### config.mk
export PLATFORM = sky130hd
export DESIGN_NAME = sdram_arbiter
export DESIGN_NICKNAME = d
export VERILOG_FILES = /design/src/rtl/sdram_arbiter.sv
export SDC_FILE = /design/constraint.sdc
export NUM_CORES = 1
export LEC_CHECK = 0
export BUFFER_PORTS_ARGS = -buffer_cell sky130_fd_sc_hd__buf_2
export CAP_MARGIN = 20
export CORE_MARGIN = 4
export CORE_UTILIZATION = 39
export CTS_CLUSTER_DIAMETER = 120
export DETAILED_ROUTE_END_ITERATION = 10
export PLACE_DENSITY_LB_ADDON = 0.25
export SKIP_CTS_REPAIR_TIMING = 1
export SYNTH_ARGS = -nofsm -noshare
export SYNTH_HDL_FRONTEND = slang
export SYNTH_SLANG_ARGS = --single-unit
### constraint.sdc
create_clock -name clk -period 1.6 [get_ports clk]
set_clock_uncertainty 0.2 [all_clocks]
set_input_delay 0.16 -clock clk [delete_from_list [all_inputs] [get_ports clk]]
set_output_delay 0.16 -clock clk [all_outputs]
set_load 0.01 [all_outputs]
### src/rtl/sdram_arbiter.sv
`default_nettype none
// ============================================================================
// sdram_arbiter: two-port front end that shares one SDRAM controller.
// Define SDRAM_ARB_ROUND_ROBIN_EN for alternating grants; default is fixed priority.
// Revision: 1.0
// ============================================================================
module sdram_arbiter #(
  parameter int ADDR_WIDTH = 25,
  parameter int DATA_WIDTH = 32
) (
  input  logic                    clk,
  input  logic                    resetn,
  input  logic                    p0_valid,
  input  logic [ADDR_WIDTH-1:0]   p0_addr,
  input  logic [DATA_WIDTH-1:0]   p0_din,
  input  logic [DATA_WIDTH/8-1:0] p0_wmask,
  output logic [DATA_WIDTH-1:0]   p0_dout,
  output logic                    p0_ready,
  input  logic                    p1_valid,
  input  logic [ADDR_WIDTH-1:0]   p1_addr,
  input  logic [DATA_WIDTH-1:0]   p1_din,
  input  logic [DATA_WIDTH/8-1:0] p1_wmask,
  output logic [DATA_WIDTH-1:0]   p1_dout,
  output logic                    p1_ready,
  output logic                    mem_valid,
  output logic [ADDR_WIDTH-1:0]   mem_addr,
  output logic [DATA_WIDTH-1:0]   mem_din,
  output logic [DATA_WIDTH/8-1:0] mem_wmask,
  input  logic [DATA_WIDTH-1:0]   mem_dout,
  input  logic                    mem_ready,
  output logic                    grant
);

  localparam int MASK_WIDTH = DATA_WIDTH / 8;

  typedef enum logic [1:0] {
    ST_IDLE    = 2'd0,
    ST_BUSY    = 2'd1,
    ST_RECOVER = 2'd2
  } state_t;

  state_t                  r_state;
  state_t                  w_state_next;
  logic                    w_start;
  logic                    w_done;
  logic                    w_winner;

  logic                    r_mem_valid;
  logic [ADDR_WIDTH-1:0]   r_mem_addr;
  logic [DATA_WIDTH-1:0]   r_mem_din;
  logic [MASK_WIDTH-1:0]   r_mem_wmask;
  logic                    r_grant;
  logic                    r_last_grant;
  logic [DATA_WIDTH-1:0]   r_p0_dout;
  logic [DATA_WIDTH-1:0]   r_p1_dout;
  logic                    r_p0_ready;
  logic                    r_p1_ready;

  always_ff @(posedge clk) begin
    if (!resetn) begin
      r_state <= ST_IDLE;
    end else begin
      r_state <= w_state_next;
    end
  end

  always_comb begin
    w_state_next = r_state;
    w_start      = 1'b0;
    w_done       = 1'b0;
`ifdef SDRAM_ARB_ROUND_ROBIN_EN
    // Under contention hand the bus to whoever did not have it last.
    if (p0_valid && p1_valid) begin
      w_winner = ~r_last_grant;
    end else begin
      w_winner = ~p0_valid;
    end
`else
    w_winner = ~p0_valid;
`endif
    case (r_state)
      ST_IDLE: begin
        if (p0_valid || p1_valid) begin
          w_start      = 1'b1;
          w_state_next = ST_BUSY;
        end
      end
      ST_BUSY: begin
        if (mem_ready) begin
          w_done       = 1'b1;
          w_state_next = ST_RECOVER;
        end
      end
      ST_RECOVER: w_state_next = ST_IDLE;
      default:    w_state_next = ST_IDLE;
    endcase
  end

  always_ff @(posedge clk) begin
    if (!resetn) begin
      r_mem_valid  <= 1'b0;
      r_mem_addr   <= '0;
      r_mem_din    <= '0;
      r_mem_wmask  <= '0;
      r_grant      <= 1'b0;
      r_last_grant <= 1'b1;
      r_p0_dout    <= '0;
      r_p1_dout    <= '0;
      r_p0_ready   <= 1'b0;
      r_p1_ready   <= 1'b0;
    end else begin
      r_p0_ready <= 1'b0;
      r_p1_ready <= 1'b0;
      if (w_start) begin
        r_mem_valid <= 1'b1;
        r_grant     <= w_winner;
        r_mem_addr  <= w_winner ? p1_addr  : p0_addr;
        r_mem_din   <= w_winner ? p1_din   : p0_din;
        r_mem_wmask <= w_winner ? p1_wmask : p0_wmask;
      end
      // Only the owning port's read data register is touched on completion.
      if (w_done) begin
        r_mem_valid  <= 1'b0;
        r_last_grant <= r_grant;
        if (r_grant) begin
          r_p1_dout  <= mem_dout;
          r_p1_ready <= 1'b1;
        end else begin
          r_p0_dout  <= mem_dout;
          r_p0_ready <= 1'b1;
        end
      end
    end
  end

  assign mem_valid = r_mem_valid;
  assign mem_addr  = r_mem_addr;
  assign mem_din   = r_mem_din;
  assign mem_wmask = r_mem_wmask;
  assign grant     = r_grant;
  assign p0_dout   = r_p0_dout;
  assign p1_dout   = r_p1_dout;
  assign p0_ready  = r_p0_ready;
  assign p1_ready  = r_p1_ready;

endmodule
`default_nettype wire

=== Word-level counts from Yosys, hierarchy flattened ===
Cells that the tools add are included.

* Word-level logic and storage cells: 35
* Register bits: 131
* Output and inout bits: 129
* Bits of input ports: 159

* Multiplexer cells: 12
* Reductions and logical operators: 7
* Equal/unequal tests: 3
* Bitwise logic cells: 3

{| class="wikitable"
|+ Operator list
! cell !! count
|-
| $mux 32 || 1
|-
| $mux 25 || 1
|-
| $reduce_and 2->1 || 4
|-
| $mux 1 || 6
|-
| $mux 2 || 2
|-
| $mux 4 || 1
|-
| $ne 2x2->1 const B || 2
|-
| $pmux 2 s2 || 1
|-
| $not 1->1 || 3
|-
| $eq 2x1->1 const B || 1
|-
| $logic_not 2->1 || 1
|-
| $reduce_or 2->1 || 1
|-
| $logic_or 1x1->1 || 1
|}

=== Depth between registers and ports, before layout ===
Gate-level depths: netlist of the first run.

* Depth after elaboration: 3
* Mapped depth: 7
* Depth with buffers taken out: 3

=== Worst setup path after synthesis of the first run ===
Ideal clock, no wire load.

* Path kind: register to register
* Start point: register r_grant (netlist: grant)
* End point: register r_p0_dout[12] (netlist: p0_dout[12])
* Required time: 1.331 ns
* Stages on the path, launching flop included: 6
* Slack: 0.066 ns
* Arrival: 1.265 ns
* Cells stage by stage: dfxtp_1 nand4bb_1 clkbuf_1 clkbuf_1 nand3_1 o21ai_1

* Longest elaborated chain between the ends: 2

{| class="wikitable"
|+ Ends and longest elaborated chain
! what !! RTL line !! source
|-
| from (decl) || 52 || <nowiki>logic r_grant;</nowiki>
|-
| from (signal assigned) || 116 || <nowiki>r_grant <= w_winner;</nowiki>
|-
| $not 1->1 (no line) || - ||
|-
| $reduce_and 2->1 (no line) || - ||
|-
| to (signal assigned) || 129 || <nowiki>r_p0_dout <= mem_dout;</nowiki>
|-
| to (decl) || 54 || <nowiki>logic [DATA_WIDTH-1:0] r_p0_dout;</nowiki>
|}

No other way between the ends.
A chain may end at the register's enable or synchronous reset.

=== Final worst setup path of the first run ===
* Start point: input port p1_addr[18]
* End point: register r_mem_addr[18] (netlist: mem_addr[18])

* Longest elaborated chain between the ends: 1

{| class="wikitable"
|+ Ends and longest elaborated chain
! what !! RTL line !! source
|-
| from (decl) || 20 || <nowiki>input logic [ADDR_WIDTH-1:0] p1_addr,</nowiki>
|-
| $mux 25 || 117 || <nowiki>r_mem_addr <= w_winner ? p1_addr : p0_addr;</nowiki>
|-
| to (signal assigned) || 117 ||
|-
| to (decl) || 49 || <nowiki>logic [ADDR_WIDTH-1:0] r_mem_addr;</nowiki>
|}

No other way between the ends.

==> qor.csv, run 1 <==
metric,value,unit
status,"complete, but fails checks",
crit start category,primary input,
DP HPWL,11.40,mm
post-synthesis cell area,5498,um2
largest net degree at the start of global routing,66,
antenna diode count,0,
fraction of layout cells with a size suffix above 1,0.4041,
Worst Path Arrival,1.71,ns
initial antenna violation count,0,
ys async rst share,0,
Die Y,126.7,um
Slew @ Worst Pin,0.4423,ns
"Largest stage delay, worst path",0.61,ns
CTS buffer count,17,
Pint,0.006611,W
initial cell density of the core,0.3976,
synth unique cells,25,
synthesized area per cell,10.01,um2
family with the most delay on the worst path,buffers and inverters,
final net count,1118,
Max IR drop VDD,632.9,uV
drt first pass iters,4,
Final ANT Viol Nets,0,
Clock power frac,0.383,
Final WS setup,-0.02490,ns
CTS tree,done,
die area,16060,um2
"commonest non-fill, non-tap cell in the layout",buf_2,
core area,13830,um2
vias per cell,5.085,
I/O Buffers,287,
slowest cell on the critical path,dlygate4sd3_1,
most frequent cells in the layout,"buf_2 (286), dlygate4sd3_1 (147), dfxtp_1 (131)",
Final min period,1.625,ns
Max-slew headroom,0.7051,
Layout area overhead,64.54,%
DIE WIDTH,126.7,um
achievable frequency,0.6154,GHz
io pins,288,
dominant synthesized flop cell,dfxtp_1,
GRT overflow,0,
drc violations,0,
via count,5848,
Total GRT Usage,0.1865,
"Core Util, Final",0.6542,
Clock Sinks,131,
Net Sw Power,0.002393,W
number of global-route vias before repair,4991,
initial DRC count,265,
number of core rows,43,
global-route wire length before repair,24.49,mm
Min-Delay Path Class,in -> reg,
Clock transition at path regs,0.06,ns
WL/cell,16.54,um
htree depth,4,
Sw Ratio,0.2658,
Final Max Tran Viols,0,
CP Capture Type,flop,
routability cong.,0.8880,
final wirelength,19.02,mm
Synth Warn #,0,
Clock Latency Late Sink,0.40,ns
aggregate negative setup slack,-0.02490,ns
max-cap viol count,0,
Hold WS,-0.03111,ns
"flops & latches, synth",131,
final hold viol count,4,
Crit path buffers/inverters,3,
Synth Instances,549,
Crit Path Category,in -> reg,
syn nets,708,
Setup Viol. Count Final,1,
cell mode on critical path,dlygate4sd3_1,
Tcrit/Tclk final,1.016,
CP max FO,1,
"Seq/Total Area, Yosys",0.4770,
failing checks,"hold timing, setup timing",
worst path required time,1.68,ns
"EDFF count, synth",0,
CP Cell Sequence,"dlygate4sd3_1, buf_2, mux2i_1, dlygate4sd3_1, a211oi_2",
Leakage,4.167,nW
pwr dens,995.4,nW/um2
logic gate share of total power,0.212,
Longest Clk Path Bufs,2,
CTS root buffer,clkbuf_16,
sequential share of power,0.404,
[power groups by stage]
stage	clock network (W)	registers [W]	logic (W)
after floorplan	0	0.00380	0.000833
after global placement	0	0.00370	0.00151
after detailed placement	0	0.00370	0.00156
after CTS	0.00352	0.00364	0.00156
after global routing	0.00368	0.00366	0.00206
final	0.00345	0.00364	0.00191
[path summary, 6_finish.rpt]
| kind | start | to | slack [ns] | cells past startpoint |
|---|---|---|---|---|
| setup / recovery | p1_addr[18] | mem_addr[18] | -0.02 | 5 |
| hold reg to reg | p0_dout[18] | p0_dout[18] | 0.25 | 2 |
| hold / removal | p1_din[23] | mem_din[23] | -0.03 | 3 |
| setup reg to reg | r_state[1] | mem_addr[20] | 0.16 | 4 |
[Yosys cell counts (2+ instances only)]
master / count / share of area
nand3_1: 64 / 0.058
dfxtp_1: 131 / 0.48
a21oi_1: 62 / 0.056
o21ai_0: 17 / 0.015
mux2i_1: 61 / 0.11
a211oi_1: 2 / 0.0027
o21ai_1: 47 / 0.043
buf_2: 2 / 0.0018
buf_6: 9 / 0.018
nand2_1: 33 / 0.023
buf_1: 10 / 0.0068
clkbuf_1: 32 / 0.022
a211oi_2: 60 / 0.14
dlymetal6s2s_1: 4 / 0.0091
nor2b_1: 2 / 0.0023
nor2_1: 4 / 0.0027
[metal layers]
layer  part of all wire  up-vias  track usage  routed length, um
li1                   -     2822            -                  -
met1               0.39     2713       0.2110               7380
met2               0.50      265       0.3138               9487
met3              0.084       48      0.08042               1601
met4              0.029        0      0.06688                546
met5                  0        -            0                  0
[worst min-delay path: stages]
cell      delay [ns]
buf_2           0.08
mux2i_1         0.08
a211oi_2        0.20
[state kept, by name (all words and copies together), names as in the netlist]
register / cells
mem_addr: 25
r_state: 2
mem_valid: 1
grant: 1
p0_ready: 1
mem_wmask: 4
p1_ready: 1
p0_dout: 32
p1_dout: 32
mem_din: 32
[cell families (layout without fill, tap and decap cells)]
logic type      Yosys count  count (layout)  share of synthesized area
compound gates          190             190                     0.2572
flops                   131             131                     0.4770
simple gates            107             107                    0.09217
mux                      61              61                     0.1111
buf+inv                  60             481                    0.06259
[per-stage QoR]
step	cells	area, um2	setup WS [ns]	power (W)
3_5_place_dp	973	7056	0.04266	0.005263
6_report	1150	9046	-0.02490	0.009004
3_3_place_gp	973	7056	0.1078	0.005206
2_1_floorplan	549	5498	0.06552	0.004637
5_1_grt	1150	9046	-0.01447	0.009404
4_1_cts	1003	7575	0.1597	0.008719
[final cells by class]
type | instances | area, um2
clock inverter | 6 | 57.56
tap | 180 | 225.2
fill | 1072 | 4781
multi-input combinational | 358 | 2544
clock buffer | 24 | 461.7
timing repair buffer | 450 | 3131
sequential | 131 | 2623
inverter | 1 | 5.005
No activity file was read; power rests on OpenSTA's default activity.
==> run 2: changes to the inputs <==
CORE_MARGIN = 2   (was 4)
==> qor.csv, run 2 (same netlist as run 1, synthesis figures left out) <==
metric,value,unit,change
Worst Path Arrival,1.73,ns,+0.02 ns
Die Y,122.7,um,-3.2%
Final Max Tran Viols,0,,unchanged
initial antenna violation count,0,,unchanged
most frequent cells in the layout,"buf_2 (286), dlygate4sd3_1 (151), dfxtp_1 (131)",,
CTS buffer count,17,,unchanged
Clock Latency Late Sink,0.40,ns,about the same
GRT overflow,0,,unchanged
CTS root buffer,clkbuf_16,,
Clock transition at path regs,0.05,ns,about the same
final net count,1124,,+0.54%
achievable frequency,0.6192,GHz,+0.61%
logic gate share of total power,0.201,,-0.011
Total GRT Usage,0.1916,,+0.005031
Final Cell Area,9225,um2,+2.0%
DIE WIDTH,122.7,um,-3.2%
largest net degree at the start of global routing,66,,unchanged
antenna diode count,0,,unchanged
Pint,0.007164,W,+8.4%
crit start category,primary input,,
status,"complete, but fails checks",,
Reg area,2623,um2,unchanged
initial DRC count,296,,+12%
vias per cell,5.059,,-0.52%
final hold viol count,3,,-1
number of core rows,43,,unchanged
Area after DPL,7096,um2,+0.57%
die area,15060,um2,-6.2%
I/O Buffers,287,,unchanged
routability cong.,0.7213,,-19%
CP max FO,1,,unchanged
Hold WS,-0.01862,ns,+0.01249 ns
final wirelength,18.03,mm,-5.2%
Tcrit/Tclk final,1.009,,-0.006166
"Core Util, Final",0.6672,,+0.01294
DP HPWL,11.04,mm,-3.2%
Max IR drop VDD,602.7,uV,-4.8%
Slew @ Worst Pin,0.3544,ns,-0.08792 ns
aggregate negative setup slack,-0.01503,ns,+0.009866 ns
Layout area overhead,67.80,%,
initial cell density of the core,0.3976,,unchanged
core area,13830,um2,unchanged
Net Sw Power,0.002452,W,+2.5%
htree depth,4,,unchanged
drt first pass iters,4,,unchanged
Min-Delay Path Class,in -> reg,,
sequential share of power,0.379,,-0.025
CP Capture Type,flop,,
area of the multi-input gates,2544,um2,unchanged
Crit Path Category,in -> reg,,
fraction of layout cells with a size suffix above 1,0.4074,,+0.003246
Fill cells,1011,,-5.7%
"commonest non-fill, non-tap cell in the layout",buf_2,,
number of global-route vias before repair,4828,,-3.3%
Clock Sinks,131,,unchanged
Clock power frac,0.421,,+0.038
pwr dens,1042,nW/um2,+4.7%
max-cap viol count,0,,unchanged
drc violations,0,,unchanged
via count,5853,,+0.085%
WL/cell,15.58,um,-5.8%
Final ANT Viol Nets,0,,unchanged
Longest Clk Path Bufs,2,,unchanged
CTS tree,done,,
worst path required time,1.71,ns,+0.03 ns
failing checks,"hold timing, setup timing",,
Leakage,4.245,nW,+1.9%
Final WS setup,-0.01503,ns,+0.009866 ns
Max-slew headroom,0.7637,,+0.05861
io pins,288,,unchanged
post-place setup slack,0.06004,ns,+0.01738 ns
Final min period,1.615,ns,-0.009866 ns
Sw Ratio,0.2550,,-0.01075
Setup Viol. Count Final,1,,unchanged
global-route wire length before repair,22.75,mm,-7.1%
## run 2: changes by cell type in the layout (fill, tap and decap cells not counted), sizes merged
cell / before / now
clkbuf: 24 / 22
clkinv: 5 / 4
dlygate4sd3: 147 / 151
buf: 303 / 305
bufinv: 1 / 4
clkinvlp: 1 / 2
## run 2: per-layer routing
metal / vias up / wire length, um / global-route usage
li1: 2849 / - / -
met1: 2719 / 7046 / 0.2193
met2: 246 / 9184 / 0.3253
met3: 39 / 1363 / 0.06645
met4: 0 / 436 / 0.07759
met5: - / 0 / 0
## run 2: final cells by class
| type | instances | area share |
|---|---|---|
| Multi-Input combinational cell | 358 | 0.2757 |
| Tap cell | 180 | 0.02441 |
| Timing Repair Buffer | 456 | 0.3480 |
| Inverter | 1 | 0.0005425 |
| Sequential cell | 131 | 0.2843 |
| Clock inverter | 9 | 0.01668 |
| Clock buffer | 22 | 0.05032 |
## run 2: worst max-delay path, stage by stage
cell	delay, ns
dlygate4sd3_1	0.55
buf_2	0.11
mux2i_1	0.06
dlygate4sd3_1	0.59
a211oi_2	0.25
## run 2: final timing paths
check | from | slack [ns] | end | cells past startpoint
hold / removal | p0_addr[14] | -0.02 | mem_addr[14] | 3
hold reg to reg | p0_dout[15] | 0.25 | p0_dout[15] | 2
setup reg to reg | r_state[1] | 0.15 | mem_din[26] | 4
setup / recovery | p1_din[9] | -0.02 | mem_din[9] | 5
## run 2: metrics by stage
stage	hold slack [ns]	cells	total power [W]
6_report	-0.01862	1157	0.009617
5_1_grt	-0.002833	1157	0.01002
4_1_cts	-0.2092	1006	0.009330
3_5_place_dp	0.2289	975	0.005271
3_3_place_gp	0.2166	975	0.005209
2_1_floorplan	0.09686	549	0.004637
## run 2: power by group through the flow
stage | Combinational (W) | Sequential (W) | Clock [W]
final | 0.00193 | 0.00364 | 0.00404
after global routing | 0.00208 | 0.00366 | 0.00428
after CTS | 0.00157 | 0.00364 | 0.00412
after detailed placement | 0.00157 | 0.00370 | 0
after global placement | 0.00151 | 0.00370 | 0
after floorplan | 0.000833 | 0.00380 | 0
